[config.mk]
export PLATFORM = sky130hd
export DESIGN_NAME = arith_wb_scheduler
export DESIGN_NICKNAME = d
export VERILOG_FILES = /design/src/rtl/arith_wb_scheduler.sv
export SDC_FILE = /design/constraint.sdc
export NUM_CORES = 1
export LEC_CHECK = 0
export CORE_MARGIN = 1
export CORE_UTILIZATION = 47
export CTS_BUF_LIST = sky130_fd_sc_hd__clkbuf_2
export CTS_CLUSTER_DIAMETER = 50
export DETAILED_ROUTE_END_ITERATION = 10
export GPL_TIMING_DRIVEN = 0
export HOLD_SLACK_MARGIN = 0.12
export PLACE_DENSITY = 0.82
export SETUP_SLACK_MARGIN = 0.3
export SLEW_MARGIN = 20
export SYNTH_ARGS = -nofsm -noshare
export SYNTH_HDL_FRONTEND = slang
export SYNTH_SLANG_ARGS = --single-unit
[constraint.sdc]
create_clock -name clk -period 8.8 [get_ports clk]
set_clock_uncertainty 0.1 [all_clocks]
set_input_delay 1.76 -clock clk [delete_from_list [all_inputs] [get_ports clk]]
set_output_delay 1.76 -clock clk [all_outputs]
set_load 0.05 [all_outputs]
[src/rtl/arith_wb_scheduler.sv]
// rtl/arith_wb_scheduler.sv - issue/writeback slot scheduler for the arithmetic unit
module arith_wb_scheduler #(
    parameter int                     DATA_W    = 64,
    parameter int                     NUM_UNITS = 4,
    parameter int                     UNIT_W    = 2,
    parameter int                     TAG_W     = 4,
    parameter int                     MAX_LAT   = 64,
    parameter logic [NUM_UNITS*7-1:0] LAT_VEC   = {7'd26, 7'd12, 7'd5, 7'd1},
    parameter logic [NUM_UNITS-1:0]   PIPELINED = 4'b1011
) (
    input  logic                          clk,
    input  logic                          rst,
    input  logic                          flush,
    input  logic                          issue_valid,
    output logic                          issue_ready,
    input  logic [UNIT_W-1:0]             issue_unit,
    input  logic [TAG_W-1:0]              issue_tag,
    output logic [NUM_UNITS-1:0]          unit_start,
    input  logic [NUM_UNITS*DATA_W-1:0]   unit_result,
    output logic                          wb_valid,
    output logic [UNIT_W-1:0]             wb_unit,
    output logic [TAG_W-1:0]              wb_tag,
    output logic [DATA_W-1:0]             wb_data,
    output logic                          busy,
    output logic [6:0]                    inflight,
    output logic                          err_illegal
);

    localparam logic [31:0] NUM_UNITS_U = 32'(NUM_UNITS);

    // Slot k holds the op that reaches the writeback capture point k cycles from now.
    logic [MAX_LAT-1:0] s_valid_q, s_valid_d;
    logic [UNIT_W-1:0]  s_unit_q [MAX_LAT];
    logic [UNIT_W-1:0]  s_unit_d [MAX_LAT];
    logic [TAG_W-1:0]   s_tag_q  [MAX_LAT];
    logic [TAG_W-1:0]   s_tag_d  [MAX_LAT];
    logic [6:0]         inflight_q, inflight_d;

    logic               wb_valid_q;
    logic [UNIT_W-1:0]  wb_unit_q;
    logic [TAG_W-1:0]   wb_tag_q;
    logic [DATA_W-1:0]  wb_data_q;
    logic               err_q;

    logic               legal;
    logic               slot_free;
    logic               unit_free;
    logic               accept;
    logic [6:0]         sel_lat;
    logic [NUM_UNITS-1:0] unit_busy;
    logic [DATA_W-1:0]  retire_data;

    assign legal = ({{(32-UNIT_W){1'b0}}, issue_unit} < NUM_UNITS_U);

    // Latency/occupancy lookup for the requested unit; slot 0 is retiring so it never blocks
    always_comb begin
        sel_lat   = 7'd1;
        unit_busy = '0;
        unit_free = 1'b1;
        slot_free = 1'b1;
        for (int k = 1; k < MAX_LAT; k++) begin
            for (int u = 0; u < NUM_UNITS; u++) begin
                if (s_valid_q[k] && (s_unit_q[k] == UNIT_W'(u))) begin
                    unit_busy[u] = 1'b1;
                end
            end
        end
        for (int u = 0; u < NUM_UNITS; u++) begin
            if (issue_unit == UNIT_W'(u)) begin
                sel_lat   = LAT_VEC[u*7 +: 7];
                unit_free = PIPELINED[u] || !unit_busy[u];
            end
        end
        for (int k = 1; k < MAX_LAT; k++) begin
            if ((int'(sel_lat) == k) && s_valid_q[k]) begin
                slot_free = 1'b0;
            end
        end
    end

    assign issue_ready = !rst && !flush && (!legal || (slot_free && unit_free));
    assign accept      = issue_valid && issue_ready;

    // One-hot start pulse to the target unit on an accepted legal issue
    always_comb begin
        unit_start = '0;
        for (int u = 0; u < NUM_UNITS; u++) begin
            if (accept && legal && (issue_unit == UNIT_W'(u))) begin
                unit_start[u] = 1'b1;
            end
        end
    end

    // Shift the slot array down one position and book the new op at its due slot
    always_comb begin
        s_valid_d = {1'b0, s_valid_q[MAX_LAT-1:1]};
        for (int k = 0; k < MAX_LAT - 1; k++) begin
            s_unit_d[k] = s_unit_q[k+1];
            s_tag_d[k]  = s_tag_q[k+1];
        end
        s_unit_d[MAX_LAT-1] = '0;
        s_tag_d[MAX_LAT-1]  = '0;
        if (accept && legal) begin
            for (int k = 0; k < MAX_LAT; k++) begin
                if (int'(sel_lat) == k + 1) begin
                    s_valid_d[k] = 1'b1;
                    s_unit_d[k]  = issue_unit;
                    s_tag_d[k]   = issue_tag;
                end
            end
        end
        inflight_d = '0;
        for (int k = 0; k < MAX_LAT; k++) begin
            inflight_d = inflight_d + 7'(s_valid_d[k]);
        end
    end

    // Select the result of the unit whose op is retiring this cycle
    always_comb begin
        retire_data = '0;
        for (int u = 0; u < NUM_UNITS; u++) begin
            if (s_unit_q[0] == UNIT_W'(u)) begin
                retire_data = unit_result[u*DATA_W +: DATA_W];
            end
        end
    end

    // Slot valid bits and occupancy count; rst and flush kill everything in flight
    always_ff @(posedge clk) begin
        if (rst || flush) begin
            s_valid_q  <= '0;
            inflight_q <= '0;
        end else begin
            s_valid_q  <= s_valid_d;
            inflight_q <= inflight_d;
        end
    end

    // Slot payload; only meaningful where the matching valid bit is set
    always_ff @(posedge clk) begin
        for (int k = 0; k < MAX_LAT; k++) begin
            s_unit_q[k] <= s_unit_d[k];
            s_tag_q[k]  <= s_tag_d[k];
        end
    end

    // Writeback capture; payload holds between strobes, a slot due during flush is dropped
    always_ff @(posedge clk) begin
        if (rst) begin
            wb_valid_q <= 1'b0;
            wb_unit_q  <= '0;
            wb_tag_q   <= '0;
            wb_data_q  <= '0;
        end else if (flush) begin
            wb_valid_q <= 1'b0;
        end else if (s_valid_q[0]) begin
            wb_valid_q <= 1'b1;
            wb_unit_q  <= s_unit_q[0];
            wb_tag_q   <= s_tag_q[0];
            wb_data_q  <= retire_data;
        end else begin
            wb_valid_q <= 1'b0;
        end
    end

    // Illegal-unit pulse, one cycle after the dropped issue
    always_ff @(posedge clk) begin
        if (rst || flush) begin
            err_q <= 1'b0;
        end else begin
            err_q <= accept && !legal;
        end
    end

    assign wb_valid    = wb_valid_q;
    assign wb_unit     = wb_unit_q;
    assign wb_tag      = wb_tag_q;
    assign wb_data     = wb_data_q;
    assign busy        = |s_valid_q;
    assign inflight    = inflight_q;
    assign err_illegal = err_q;

endmodule

==> summary.md <==
| Metric | Value |
|---|---|
| Status | finished, final reports clean |
| Power density over the cells | 169 nW/um^2 |
| CTS resizes | 0 |
| Top-Level Pins | about 350 |
| CP max FO | 10 |
| Worst setup EP type | register |
| Post-DP HPWL | 27300 um |
| Initial DRC count | 460 |
| Min Tclk post-route | 7320 ps |
| DRC Markers | 0 |
| DIE WIDTH | between 150 and 200 um |
| RD Place Congestion | 1.02 |
| Crit path arrival time | 7890 ps |
| Hold crit path type | register to register |
| Worst-case vdd ir drop | 153 uV |
| Period Utilization, post-route | 0.832 |
| Worst R2R Setup Slack | 2580 ps |
| Leading post-synthesis cells by cell area | dfxtp_1 57%, mux4_2 14%, nand2_1 7.1% |
| Die Y | 151 um |
| Netlist Area Pre-Place | just over 10000 sq um |
| Number of global-route vias before repair | around 8600 |
| Vias/cell | 5.02 |
| RSZ-0062 raised after global routing | no |
| Count of pins over their slew limit | 0 |
| Placed Area | 14200 sq um |
| Antenna viol nets, final | 0 |
| Synth async-reset ratio | 0 |
| Share of cells above drive strength 1 | 0.139 |
| Initial antenna violation count | 12 |
| FF+latch count, synth | 294 |
| Post-CTS setup buffers | 0 |
| CP Data Required Time | 9380 ps |
| Total CTS buffers | 72 |
| Yosys cell types | 43 |
| Port buffer count | 347 |
| Worst reg2reg path depth | 20 |
| Cell row count | 54 |
| Post-layout instance area | 14800 sq um |
| R2R Path Start | s_valid_q[1]$_SDFF_PP0_ |
| Initial Util | 0.478 |
| Gr usage total | 0.297 |
| Count leader, synth | dfxtp_1 |
| Critical R2R Capture | inflight[4]$_SDFF_PP0_ |
| Slew @ Worst Pin | 645 ps |
| Layout Cells excl Fill | approximately 1700 |
| Worst Hold Depth | 0 |
| Die Area | 22700 sq um |
| Hold Buf Count CTS | 0 |
| Leakage | 0.00580 uW |
| H-tree levels | 3 |
| Area fraction of the dominant cell type after synthesis | 0.566 |
| Register area share after synthesis | 0.566 |
| DR pass1 iterations | 5 |
| Area grow syn2layout | 42.8% |
| TNS Setup | 0 ps |
| Fin. Hold Viols | 0 |
| Post-synth top cells | 294 x dfxtp_1, 198 x nand2_1, 93 x clkbuf_1 |
| Clk root buf | clkbuf_2 |
| MaxCap Viol Count | 0 |
| First-pass GRT wire length | 48300 um |
| Prevailing post-synth register cell | dfxtp_1 |
| CTS max path bufs | 3 |
| Hold Crit Endpoint | s_tag_q[15][3]$_DFF_P_ |
| Syn_area_per_cell | ~11 sq um |
| Skew-Pair Late Insertion Delay | between 800 and 900 ps |
| Post-synth EDFFs | 0 |
| Via count | ~8500 |
| CP Class | input port to register |
| Max frequency | 0.137 GHz |
| Slew Limit Headroom | 0.570 |
| Cells after DPL | 1564 |
| Number of setup violations in the final report | 0 |
| HP Start | s_tag_q[16][3]$_DFF_P_ |
| Gr ovfl total | 0 |
| Clock Pin Slew Worst Setup and Hold Paths | 100 ps |
| Routed WL per cell | between 20 and 25 um |
| CTS tree | yes |
| Drt total wl | between 30000 and 40000 um |
| Largest net degree at the start of global routing | 12 |
| Gate count after technology mapping | 929 |
| Warning count from the yosys run | 0 |
| Startpoint Class | input port |
| Final #Nets | roughly 1700 |
| Core area | 21800 sq um |
| CTS sink cnt | 294 |
| Post-synth top area cell | dfxtp_1 |
[routing by layer]
| metal | global-route usage | routed length (um) |
|---|---|---|
| met1 | 0.340 | 12900 |
| met2 | 0.483 | 16300 |
| met3 | 0.0982 | 3080 |
| met4 | 0.176 | 1550 |
| met5 | 0.0273 | 67 |
[critical path, stage by stage]
cell	delay, ps
clkdlybuf4s50_1	520
nor2_4	180
buf_6	150
o2111ai_4	140
nor4_4	230
nand4_4	270
and2_1	280
fa_1	550
fa_1	450
fa_1	560
fa_1	450
fa_1	520
fa_1	510
inv_1	50
fa_1	410
inv_1	90
fa_1	190
inv_1	50
a21o_1	170
a21oi_1	160
xor2_1	160
nor2_1	50
[cell families (layout without fill, tap and decap cells)]
logic type | after synthesis | in the layout | share of synthesized area
adder cells (fa/ha/maj) | 31 | 31 | 0.0539
XOR/XNOR | 2 | 2 | 0.00169
buffers and inverters | 151 | 612 | 0.0579
other | 2 | 20 | 0.000722
AO/OA/AOI/OAI | 88 | 88 | 0.0466
AND/OR/NAND/NOR | 292 | 292 | 0.128
multiplexers | 69 | 69 | 0.145
flip-flops | 294 | 294 | 0.566
[worst max-delay path by stage]
stage / startpoint / end / cells after the start
after global routing: flush / inflight[4]$_SDFF_PP0_ / 22
after global placement: flush / inflight[4]$_SDFF_PP0_ / 22
after CTS: flush / inflight[4]$_SDFF_PP0_ / 22
final: flush / inflight[4]$_SDFF_PP0_ / 22
after floorplan: rst / inflight[4]$_SDFF_PP0_ / 23
after detailed placement: flush / inflight[4]$_SDFF_PP0_ / 22
[flip-flops by register name, summed over array words and instances, names as in the netlist]
| signal | flops |
|---|---|
| s_tag_q | 124 |
| wb_data | 64 |
| s_unit_q | 62 |
| s_valid_q | 31 |
| inflight | 6 |
| wb_tag | 4 |
| wb_unit | 2 |
| wb_valid | 1 |
[power by group]
group,total (uW),switching [uW],internal (uW)
Combinational,302,111,192
Sequential,1410,20.2,1390
Clock,802,509,293
Total,2510,639,1870
[stage by stage]
stage           util  hold slack [ps]  power, uW  setup slack, ps
4_1_cts        0.681              203       2540             1540
6_report       0.682              200       2510             1480
2_1_floorplan      -              210       1570             1630
3_5_place_dp   0.655              212       1740              647
3_3_place_gp   0.655              210       1730              785
5_1_grt        0.682              219       2630             1370
[layout by cell type (no fill, tap or decap), types with 2 or more instances in the layout]
cell and n:
a21o_1 2, a21oi_1 73, and2_1 20, buf_1 6
buf_2 7, buf_4 3, buf_6 2, clkbuf_1 93
clkbuf_2 94, clkdlybuf4s50_1 347, clkinv_1 9, clkinv_2 4
clkinv_4 2, conb_1 10, dfxtp_1 294, diode_2 10
fa_1 23, ha_1 8, inv_1 37, inv_2 7
mux2_4 4, mux4_2 64, nand2_1 198, nand2b_1 6
nand3b_1 10, nand4_1 6, nor2_1 28, nor2b_1 3
nor3_1 2, nor4_1 6, nor4_2 2, o22ai_1 9
xor2_1 2
[cell type report]
class,count,area [sq um]
sequential,294,5890
buffer,111,452
timing repair buffer,347,3470
clock buffer,94,470
fill,1714,6920
multi-input combinational,492,3940
inverter,40,150
antenna,10,25.0
tap,280,350
clock inverter,20,95.1
(Power assumes the default switching activity.)
